## src/rtl/sum_ram_drain_pkg.sv

```systemverilog
// Shared definitions for the sum_ram read-side drain controller: default
// parameters, FSM state encoding and the pass-length width helper.
package sum_ram_drain_pkg;

    localparam int DEF_DSIZE      = 24;
    localparam int DEF_ASIZE      = 10;
    localparam int DEF_RD_LAT     = 3;
    localparam int DEF_FIFO_DEPTH = 8;

    typedef enum logic [1:0] {
        IDLE  = 2'd0,
        DRAIN = 2'd1,
        FLUSH = 2'd2
    } state_t;

    // A pass may hold 2**asize words, so its length needs one extra bit.
    function automatic int len_width(input int asize);
        return asize + 1;
    endfunction

endpackage

```

## src/rtl/sum_ram_drain_if.sv

```systemverilog
// Downstream result stream of the drain controller.
interface sum_ram_drain_if #(
    parameter int C_DSIZE = sum_ram_drain_pkg::DEF_DSIZE
) ();

    // Handshake: a word transfers on a clock edge where O_valid && I_ready.
    // Once O_valid rises, O_data/O_last stay stable until that transfer, and
    // O_last is meaningful only while O_valid is high.
    logic [C_DSIZE-1:0] O_data;
    logic               O_valid;
    logic               O_last;
    logic               I_ready;

    modport master (output O_data, output O_valid, output O_last, input I_ready);
    modport slave  (input O_data, input O_valid, input O_last, output I_ready);

endinterface

```

## src/rtl/dly.sv

```systemverilog
// Resettable fixed-length shift pipe: dout is din delayed by C_DLY_NUM cycles.
module dly #(
    parameter int C_DLY_NUM = 3,
    parameter int C_DW      = 2
) (
    input  logic            clk,
    input  logic            rst_n,
    input  logic [C_DW-1:0] din,
    output logic [C_DW-1:0] dout
);

    logic [C_DW-1:0] pipe [C_DLY_NUM];

    always_ff @(posedge clk or negedge rst_n) begin
        if (!rst_n) begin
            for (int i = 0; i < C_DLY_NUM; i++) pipe[i] <= '0;
        end else begin
            pipe[0] <= din;
            for (int i = 1; i < C_DLY_NUM; i++) pipe[i] <= pipe[i-1];
        end
    end

    assign dout = pipe[C_DLY_NUM-1];

endmodule

```

## src/rtl/sum_ram_drain_fifo.sv

```systemverilog
// First-word fall-through synchronous FIFO (power-of-two depth) with occupancy count.
module sync_fifo_fwft #(
    parameter int DEPTH = 8,
    parameter int WIDTH = 25
) (
    input  logic                       clk,
    input  logic                       rst_n,
    input  logic                       push,
    input  logic [WIDTH-1:0]           wdata,
    input  logic                       pop,
    output logic [WIDTH-1:0]           rdata,
    output logic                       empty,
    output logic [$clog2(DEPTH):0]     count
);

    localparam int AW = $clog2(DEPTH);
    localparam int CW = AW + 1;
    localparam logic [CW-1:0] FULL_CNT = CW'(DEPTH);

    logic [WIDTH-1:0] mem [DEPTH];
    logic [AW-1:0]    wptr;
    logic [AW-1:0]    rptr;
    logic             full;
    logic             wr_en;
    logic             rd_en;

    assign empty = (count == '0);
    assign full  = (count == FULL_CNT);
    assign rd_en = pop && !empty;
    assign wr_en = push && (!full || rd_en);
    assign rdata = mem[rptr];

    always_ff @(posedge clk) begin
        if (wr_en) mem[wptr] <= wdata;
    end

    always_ff @(posedge clk or negedge rst_n) begin
        if (!rst_n) begin
            wptr  <= '0;
            rptr  <= '0;
            count <= '0;
        end else begin
            if (wr_en) wptr <= wptr + 1'b1;
            if (rd_en) rptr <= rptr + 1'b1;
            case ({wr_en, rd_en})
                2'b10:   count <= count + 1'b1;
                2'b01:   count <= count - 1'b1;
                default: count <= count;
            endcase
        end
    end

    // The upstream credit scheme must never push into a full FIFO.
    no_overflow: assert property (@(posedge clk) disable iff (!rst_n) !(push && full && !pop));

endmodule

```

## src/rtl/sum_ram_drain.sv

```systemverilog
// Read-side controller for the ping-pong sum RAM: swaps banks per pass, reads the
// finished bank through the shared read port and streams it out with backpressure.
module sum_ram_drain
    import sum_ram_drain_pkg::*;
#(
    parameter int C_DSIZE      = DEF_DSIZE,
    parameter int C_ASIZE      = DEF_ASIZE,
    parameter int C_RD_LAT     = DEF_RD_LAT,
    parameter int C_FIFO_DEPTH = DEF_FIFO_DEPTH
) (
    input  logic                 I_clk,
    input  logic                 I_rst_n,
    input  logic                 I_pass_done,
    input  logic [C_ASIZE:0]     I_len,
    input  logic                 I_dven,
    output logic                 O_wram0_en,
    output logic                 O_busy,
    output logic [C_ASIZE-1:0]   O_raddr,
    input  logic [C_DSIZE-1:0]   I_rdata,
    output logic                 O_done,
    output logic                 O_err,
    output state_t               O_state,
    sum_ram_drain_if.master      out
);

    localparam int C_LEN_W = len_width(C_ASIZE);
    localparam int C_CW    = $clog2(C_FIFO_DEPTH) + 1;

    state_t               state;
    state_t               state_nxt;
    logic [C_LEN_W-1:0]   len_q;
    logic [C_LEN_W-1:0]   rd_cnt;
    logic [C_ASIZE-1:0]   raddr_q;
    logic [C_CW-1:0]      inflight;
    logic [C_CW-1:0]      fifo_count;
    logic                 accept;
    logic                 credit_ok;
    logic                 issue;
    logic                 issue_last;
    logic                 flush_ok;
    logic [1:0]           pipe_out;
    logic                 fifo_empty;
    logic                 pop;
    logic [C_DSIZE:0]     fifo_rdata;

    assign accept     = (state == IDLE) && I_pass_done;
    // Queued words plus words still coming back from the RAM must fit in the FIFO.
    assign credit_ok  = (int'(fifo_count) + int'(inflight)) < C_FIFO_DEPTH;
    assign issue      = (state == DRAIN) && !I_dven && credit_ok;
    assign issue_last = issue && (rd_cnt == len_q - C_LEN_W'(1));
    assign flush_ok   = (state == FLUSH) && (inflight == '0) && fifo_empty;

    always_comb begin
        state_nxt = state;
        case (state)
            IDLE:    if (I_pass_done) state_nxt = (I_len == '0) ? FLUSH : DRAIN;
            DRAIN:   if (issue_last)  state_nxt = FLUSH;
            FLUSH:   if (flush_ok)    state_nxt = IDLE;
            default: state_nxt = IDLE;
        endcase
    end

    always_ff @(posedge I_clk or negedge I_rst_n) begin
        if (!I_rst_n) state <= IDLE;
        else          state <= state_nxt;
    end

    always_ff @(posedge I_clk or negedge I_rst_n) begin
        if (!I_rst_n) begin
            O_wram0_en <= 1'b1;
            len_q      <= '0;
            rd_cnt     <= '0;
            raddr_q    <= '0;
            O_err      <= 1'b0;
            inflight   <= '0;
        end else begin
            if (accept) begin
                O_wram0_en <= !O_wram0_en;
                len_q      <= I_len;
                rd_cnt     <= '0;
            end
            if (I_pass_done && (state != IDLE)) O_err <= 1'b1;
            if (issue) begin
                rd_cnt  <= rd_cnt + 1'b1;
                raddr_q <= rd_cnt[C_ASIZE-1:0];
            end
            case ({issue, pipe_out[1]})
                2'b10:   inflight <= inflight + 1'b1;
                2'b01:   inflight <= inflight - 1'b1;
                default: inflight <= inflight;
            endcase
        end
    end

    // Between reads the address parks on the last one issued.
    assign O_raddr = issue ? rd_cnt[C_ASIZE-1:0] : raddr_q;
    assign O_busy  = (state != IDLE);
    assign O_done  = flush_ok;
    assign O_state = state;

    dly #(
        .C_DLY_NUM (C_RD_LAT),
        .C_DW      (2)
    ) u_rd_pipe (
        .clk   (I_clk),
        .rst_n (I_rst_n),
        .din   ({issue, issue_last}),
        .dout  (pipe_out)
    );

    sync_fifo_fwft #(
        .DEPTH (C_FIFO_DEPTH),
        .WIDTH (C_DSIZE + 1)
    ) u_fifo (
        .clk   (I_clk),
        .rst_n (I_rst_n),
        .push  (pipe_out[1]),
        .wdata ({pipe_out[0], I_rdata}),
        .pop   (pop),
        .rdata (fifo_rdata),
        .empty (fifo_empty),
        .count (fifo_count)
    );

    assign pop         = out.O_valid && out.I_ready;
    assign out.O_valid = !fifo_empty;
    assign out.O_data  = fifo_empty ? '0 : fifo_rdata[C_DSIZE-1:0];
    assign out.O_last  = !fifo_empty && fifo_rdata[C_DSIZE];

endmodule

```

## src/flat_wrapper.sv

```systemverilog
// flat-port wrapper written by rule: the top's interface ports become plain ports
module sum_ram_drain_flat import sum_ram_drain_pkg::*;
#(
    parameter int C_DSIZE      = DEF_DSIZE,
    parameter int C_ASIZE      = DEF_ASIZE,
    parameter int C_RD_LAT     = DEF_RD_LAT,
    parameter int C_FIFO_DEPTH = DEF_FIFO_DEPTH
)
  (I_clk, I_rst_n, I_pass_done, I_len, I_dven, O_wram0_en, O_busy, O_raddr, I_rdata, O_done, O_err, O_state, out_O_data, out_O_valid, out_O_last, out_I_ready);
  sum_ram_drain_if #(.C_DSIZE(C_DSIZE)) out_i ();
  input  logic I_clk;
  input  logic I_rst_n;
  input  logic I_pass_done;
  input  logic [C_ASIZE:0] I_len;
  input  logic I_dven;
  output logic O_wram0_en;
  output logic O_busy;
  output logic [C_ASIZE-1:0] O_raddr;
  input  logic [C_DSIZE-1:0] I_rdata;
  output logic O_done;
  output logic O_err;
  output state_t O_state;
  output wire logic [$bits(out_i.O_data)-1:0] out_O_data;
  output wire logic [$bits(out_i.O_valid)-1:0] out_O_valid;
  output wire logic [$bits(out_i.O_last)-1:0] out_O_last;
  input wire logic [$bits(out_i.I_ready)-1:0] out_I_ready;
  assign out_O_data = out_i.O_data;
  assign out_O_valid = out_i.O_valid;
  assign out_O_last = out_i.O_last;
  assign out_i.I_ready = out_I_ready;
  sum_ram_drain #(.C_DSIZE(C_DSIZE), .C_ASIZE(C_ASIZE), .C_RD_LAT(C_RD_LAT), .C_FIFO_DEPTH(C_FIFO_DEPTH)) u_core (.I_clk(I_clk), .I_rst_n(I_rst_n), .I_pass_done(I_pass_done), .I_len(I_len), .I_dven(I_dven), .O_wram0_en(O_wram0_en), .O_busy(O_busy), .O_raddr(O_raddr), .I_rdata(I_rdata), .O_done(O_done), .O_err(O_err), .O_state(O_state), .out(out_i));
endmodule
```

## config.mk

```make
export PLATFORM = sky130hd
export DESIGN_NAME = sum_ram_drain_flat
export DESIGN_NICKNAME = d
export VERILOG_FILES = /design/src/rtl/sum_ram_drain_pkg.sv /design/src/rtl/sum_ram_drain_if.sv /design/src/rtl/dly.sv /design/src/rtl/sum_ram_drain_fifo.sv /design/src/rtl/sum_ram_drain.sv /design/src/flat_wrapper.sv
export SDC_FILE = /design/constraint.sdc
export NUM_CORES = 1
export LEC_CHECK = 0
export ABC_AREA = 1
export ABC_CLOCK_PERIOD_IN_PS = 4500
export CAP_MARGIN = 10
export CORE_ASPECT_RATIO = 0.9
export CORE_UTILIZATION = 55
export DETAILED_ROUTE_END_ITERATION = 7
export PLACE_DENSITY = 0.78
export SYNTH_ARGS = -nofsm -noshare
export SYNTH_HDL_FRONTEND = slang
export SYNTH_SLANG_ARGS = --single-unit
```

## constraint.sdc

```tcl
create_clock -name I_clk -period 4.5 [get_ports I_clk]
set_clock_uncertainty 0.2 [all_clocks]
set_input_delay 1.35 -clock I_clk [delete_from_list [all_inputs] [get_ports I_clk]]
set_output_delay 1.35 -clock I_clk [all_outputs]
set_load 0.01 [all_outputs]
```

---- Word level (Yosys, flattened, before mapping) ----
Memory sizes are Yosys's and may differ from the RTL's.
Cells that the tools add are included.
W data, S select, Z words.
storage, ports and cells
  register bits after elaboration ......... 56
  bits in writable memories ............... 200
  bits of input ports ..................... 40
  output and inout bits ................... 42
  word-level logic and storage cells ...... 73
  memories ................................ 1
cells by class
  add/sub/neg operators ................... 9
  magnitude comparators ................... 1
  equal/unequal tests ..................... 11
  mux-type cells .......................... 13
  reduce and logical (&&, ||, !) cells .... 25
memories
  name               depth  bits a word  rd ports  clocked after memory_dff  write ports  RTL line                  text
  u_core.u_fifo.mem  8      25           1         0                         1            sum_ram_drain_fifo.sv:20  logic [WIDTH-1:0] mem [DEPTH];
operator list
  kind                     count
  $lt A32 B5 Y1 const B    1
  $mux W24                 1
  $mux W11                 2
  $pmux W4 S2              2
  $add A11 B1 Y11 const B  1
  $eq A11 B11 Y1           1
  $logic_and A1 B1 Y1      11
  $logic_not A11 Y1        1
  $sub A11 B1 Y11 const B  1
  $mux W10                 1
  $add A4 B1 Y4 const B    2
  $logic_not A4 Y1         2
  $mux W2                  4
  $reduce_bool A2 Y1       4
  $sub A4 B1 Y4 const B    2
  $add A3 B1 Y3 const B    2
  $eq A2 B1 Y1 const B     3
  $eq A2 B2 Y1 const B     3
  $pmux W2 S3              1
  $add A4 B4 Y5            1
  $eq A4 B4 Y1 const B     1
  $logic_not A1 Y1         4
  $ne A2 B2 Y1 const B     2
  $reduce_and A3 Y1        1
  other kinds (4)          5

---- Depth between registers and ports, before layout ----
  depth in word-level cells ............... 8
  gate-level depth with buffers ........... 15

---- Hierarchy ----
Synthesis repeated with hierarchy kept, for this count alone.
second synthesis, totals
  cell total of the unflattened synthesis .. 1017
  area, all modules ....................... 11169.5 um^2
modules (own cells, without submodules)
  module          instances  cells each  area an instance (um^2)  sequential area each (um^2)
  sync_fifo_fwft  1          641         8421.8                   6256.0
  sum_ram_drain   1          368         2582.5                   1002.2
  dly             1          8           165.2                    150.1

---- Least setup slack after synthesis ----
Ideal clock, no wire load.
  path type ............................... input -> output
  start point ............................. input port I_dven
  end point ............................... output port O_raddr[1]
  data arrival time ....................... 2.177 ns
  data required time ...................... 2.950 ns
  setup slack ............................. 0.773 ns
  stages .................................. 6
  path buffers ............................ 1
  cell sequence ........................... nor2_1 > nand2_1 > nor2_1 > nand2_2 > buf_2 > o21ai_0
between the ends
  word-level cells in the longest chain between the ends .. 4
ends and longest elaborated chain
  element                            RTL line             text
  start: declaration                 flat_wrapper.sv:15   input logic I_dven;
  $logic_not A1 Y1                   sum_ram_drain.sv:49  assign issue = (state == DRAIN) && !I_dven && credit_ok;
  $logic_and A1 B1 Y1 (2 in series)  sum_ram_drain.sv:49
  $mux W10                           sum_ram_drain.sv:96  assign O_raddr = issue ? rd_cnt[C_ASIZE-1:0] : raddr_q;
  end: declaration                   flat_wrapper.sv:18   output logic [C_ASIZE-1:0] O_raddr;
Every way passes these cells.

---- Worst setup path in the final report ----
  start point ............................. input port I_dven
  end point ............................... output port O_raddr[5]
Same word-level chain as after synthesis.

==> results.sh <==
export IMPL_finalNetCount=1102
export IMPL_r2r_start="u_core.u_fifo.count[3]"
export IMPL_area_growth_syn_to_layout_pct=20.5
export IMPL_worst_pin_slew_ns=0.867
export IMPL_hp_class="reg -> reg"
export IMPL_holdBufCountCts=0
export IMPL_yosysSeqAreaShare_pct=68.8
export IMPL_required_ns=2.95
export IMPL_run_status="finished, final reports clean"
export IMPL_cp_endpoint="O_raddr[5]"
export IMPL_reg2reg_to="u_core.inflight[3]"
export IMPL_hold_depth=0
export IMPL_dr_first_iter_drc_count=624
export IMPL_synthTopCellsByArea="edfxtp_1, dfrtp_1, nor2_1"
export IMPL_root_buffer="clkbuf_16"
export IMPL_clockPowerShare_pct=27.0
export IMPL_cts_tree="built"
export IMPL_synth_top_cell_by_area="edfxtp_1"
export IMPL_yosysTopAreaCellShare_pct=55.8
export IMPL_ys_warn_count=0
export IMPL_htreeDepth=1
export IMPL_rsz0062_at_grt="yes"
export IMPL_clock_sinks=256
export IMPL_grt_first_pass_wirelength_um=37900
export IMPL_p_leak_nw=4.82
export IMPL_die_area_um2=20100
export IMPL_grt_max_degree=102
export IMPL_finalMaxSlewViolations=0
export IMPL_netSwitchingFraction_pct=34.7
export IMPL_fillers=1324
export IMPL_power_mw=8.30
export IMPL_clock_fmax_mhz=223
export IMPL_setup_ws_ns=0.0133
export IMPL_diodes=0
export IMPL_p_sw_mw=2.88
export IMPL_ys_ff_latch=256
export IMPL_track_usage_pct=24.4
export IMPL_power_density_nw_per_um2=639
export IMPL_antenna_found_initial=1
export IMPL_cp_arrival_ns=2.94
export IMPL_critPathLaunchType="input pin"
export IMPL_die_w_um=150
export IMPL_cts_buffer_depth=3
export IMPL_min_period_ns=4.49
export IMPL_synth_fp_nets=1002
export IMPL_crit_start="I_dven"
export IMPL_post_route_util_pct=67.8
export IMPL_ant_nets=0
export IMPL_p_int_mw=5.42
export IMPL_relSlewSlack_pct=42.2
export IMPL_synth_area_per_cell_um2=11.4
export IMPL_share_seq_of_total_power_pct=35.8
export IMPL_die_h_um=135
export IMPL_drt_pass1_iter_count=5
export IMPL_vias_per_cell=5.74
export IMPL_core_um2=19200
export IMPL_hold_violations=0
export IMPL_rows=48
export IMPL_place_congestion=0.839
export IMPL_initial_core_util_pct=56.2
export IMPL_endpoint_kind="output pin"
export IMPL_tns_ns=0
export IMPL_vdd_drop_max_mv=0.423
export IMPL_drt_wirelength_per_cell_um=18.2
export IMPL_fin_crit_sh_pct=99.7
export IMPL_p_comb_share_pct=37.2
export IMPL_synth_cells=948
export IMPL_cp_max_fo=5
export IMPL_dr_total_vias=7560
export IMPL_path_clk_slew_ns=0.06
export IMPL_path_class="in -> out"
export IMPL_layout_commonest_cell="edfxtp_1"
export IMPL_overflow=0
export IMPL_drive_above_1_share_pct=11.7
export IMPL_insertion_delay_ns=0.52
export IMPL_worstRegToRegCells=16
export IMPL_grt_pass1_vias=7415
export IMPL_cts_buffers=26
export IMPL_io_buffer_count=81
export IMPL_place_hpwl_um=14300
export IMPL_maxCapViolCount=0
export IMPL_ios=82
export IMPL_routed_wirelength_um=24000
export IMPL_layout_common_cells="edfxtp_1, nor2_1, o21ai_0"
export IMPL_synth_area_um2=10800
export IMPL_dp_worst_setup_slack_ns=-0.232
export IMPL_ys_types=40
export IMPL_finalSetupViolCount=0
export IMPL_rrSetupSlack_ns=1.40
export IMPL_route_detailed_drc=0
power groups by stage:
stage,logic (mW),clock network (mW),registers [mW]
finish,3.09,2.24,2.97
global route,3.41,2.35,2.99
CTS,3.06,2.26,2.97
detailed placement,3.01,0,3.01
global placement,2.91,0,3.01
floorplan,1.83,0,2.97
synth_stat cells:
library cell  number
a211oi_1           1
o32ai_1            1
nor2_1           188
inv_2              5
buf_4              1
dfstp_2            1
clkbuf_2           2
o22ai_1           28
nor2_2             9
clkbuf_1          21
o21ai_1           13
nand2_1          109
nand3b_1           2
fa_1               2
dfrtp_1           55
edfxtp_1         200
nor3_2             2
ha_1              12
nand3_1           19
or2_2              3
buf_2             22
a21oi_1           17
o21ai_0          134
xnor2_1            6
mux2_2             3
nand4_1            1
a31oi_1           25
a21boi_1           1
nand4_2            1
nand3_2            1
o21bai_1           1
inv_1             37
nor3_1             2
a21o_1             2
nand2_2            5
xor2_1             9
nor4_1             3
and2_1             1
or2_1              1
nor2_4             2
timing repair:
item / CTS / global route
gates resized for setup: 16 / 19
pin swaps: 1 / 2
endpoints found under the setup margin: 11 / 7
buffers inserted: 2 / 3
cloned: 1 / 0
registers in the layout, indices dropped and copies added (netlist names):
register,flops
u_core.O_wram0_en,1
u_core.O_err,1
u_core.u_fifo.wptr,3
u_core.u_fifo.count,4
u_core.u_rd_pipe.dout,2
u_core.O_state,2
u_core.u_fifo.rptr,3
u_core.u_rd_pipe.pipe,4
u_core.inflight,4
u_core.rd_cnt,11
u_core.len_q,11
u_core.u_fifo.mem,200
u_core.raddr_q,10
worst min-delay path by stage:
stage                                to                     start  slack, ns
2_1_floorplan  u_core.u_rd_pipe.dout[0]  u_core.u_rd_pipe.pipe[2]       0.13
3_3_place_gp   u_core.u_rd_pipe.pipe[2]  u_core.u_rd_pipe.pipe[4]       0.14
3_5_place_dp   u_core.u_rd_pipe.pipe[3]  u_core.u_rd_pipe.pipe[5]       0.14
4_1_cts        u_core.u_rd_pipe.pipe[3]  u_core.u_rd_pipe.pipe[5]       0.15
5_1_grt        u_core.u_rd_pipe.pipe[3]  u_core.u_rd_pipe.pipe[5]       0.17
6_report       u_core.u_rd_pipe.pipe[3]  u_core.u_rd_pipe.pipe[5]       0.15
metal layers:
metal | vias up | share of wire [%] | global-route usage (%)
li1 | 3529 | - | -
met1 | 3658 | 42 | 32.9
met2 | 318 | 48 | 40.3
met5 | - | 0 | 0
met4 | 0 | 2.5 | 8.45
met3 | 55 | 7.5 | 4.12
cell type report:
type                    count  area (um^2)  share of cell area [%]
repair buffers            117         1150                    8.88
flip-flops and latches    256         7410                    57.1
multi-input cells         605         3050                    23.5
well taps                 250          313                    2.41
clock buffers              32          673                    5.19
inverters                  42          158                    1.21
clock inverters            15          224                    1.73
worst max-delay path, cell delays in order:
cell and delay [ns]:
clkdlybuf4s50_1 0.39, nor2_1 0.09, nand2_1 0.09, nor2_4 0.19, nand2_4 0.11, buf_4 0.17, buf_4 0.13, nand2_1 0.04
o21ai_1 0.07, dlygate4sd2_1 0.29
metrics by stage:
step                      cells  cell area, um^2  hold slack, ns
after detailed placement   1264            12000           0.136
after global placement     1264            12000           0.136
after global routing       1317            13000           0.169
after floorplan             948            10800           0.131
final                      1317            13000           0.149
after CTS                  1314            12900           0.151
kinds of logic (layout without fill, tap and decap cells):
kind of cell	Yosys count	count (layout)	synth area share (%)
fa+ha+maj	14	14	1.77
simple gates	349	350	13.4
compound gates	223	223	11.1
flops	256	256	68.8
xor+xnor	15	15	1.22
buf+inv	88	206	3.38
mux	3	3	0.314
No activity file was read; power rests on OpenSTA's default activity.
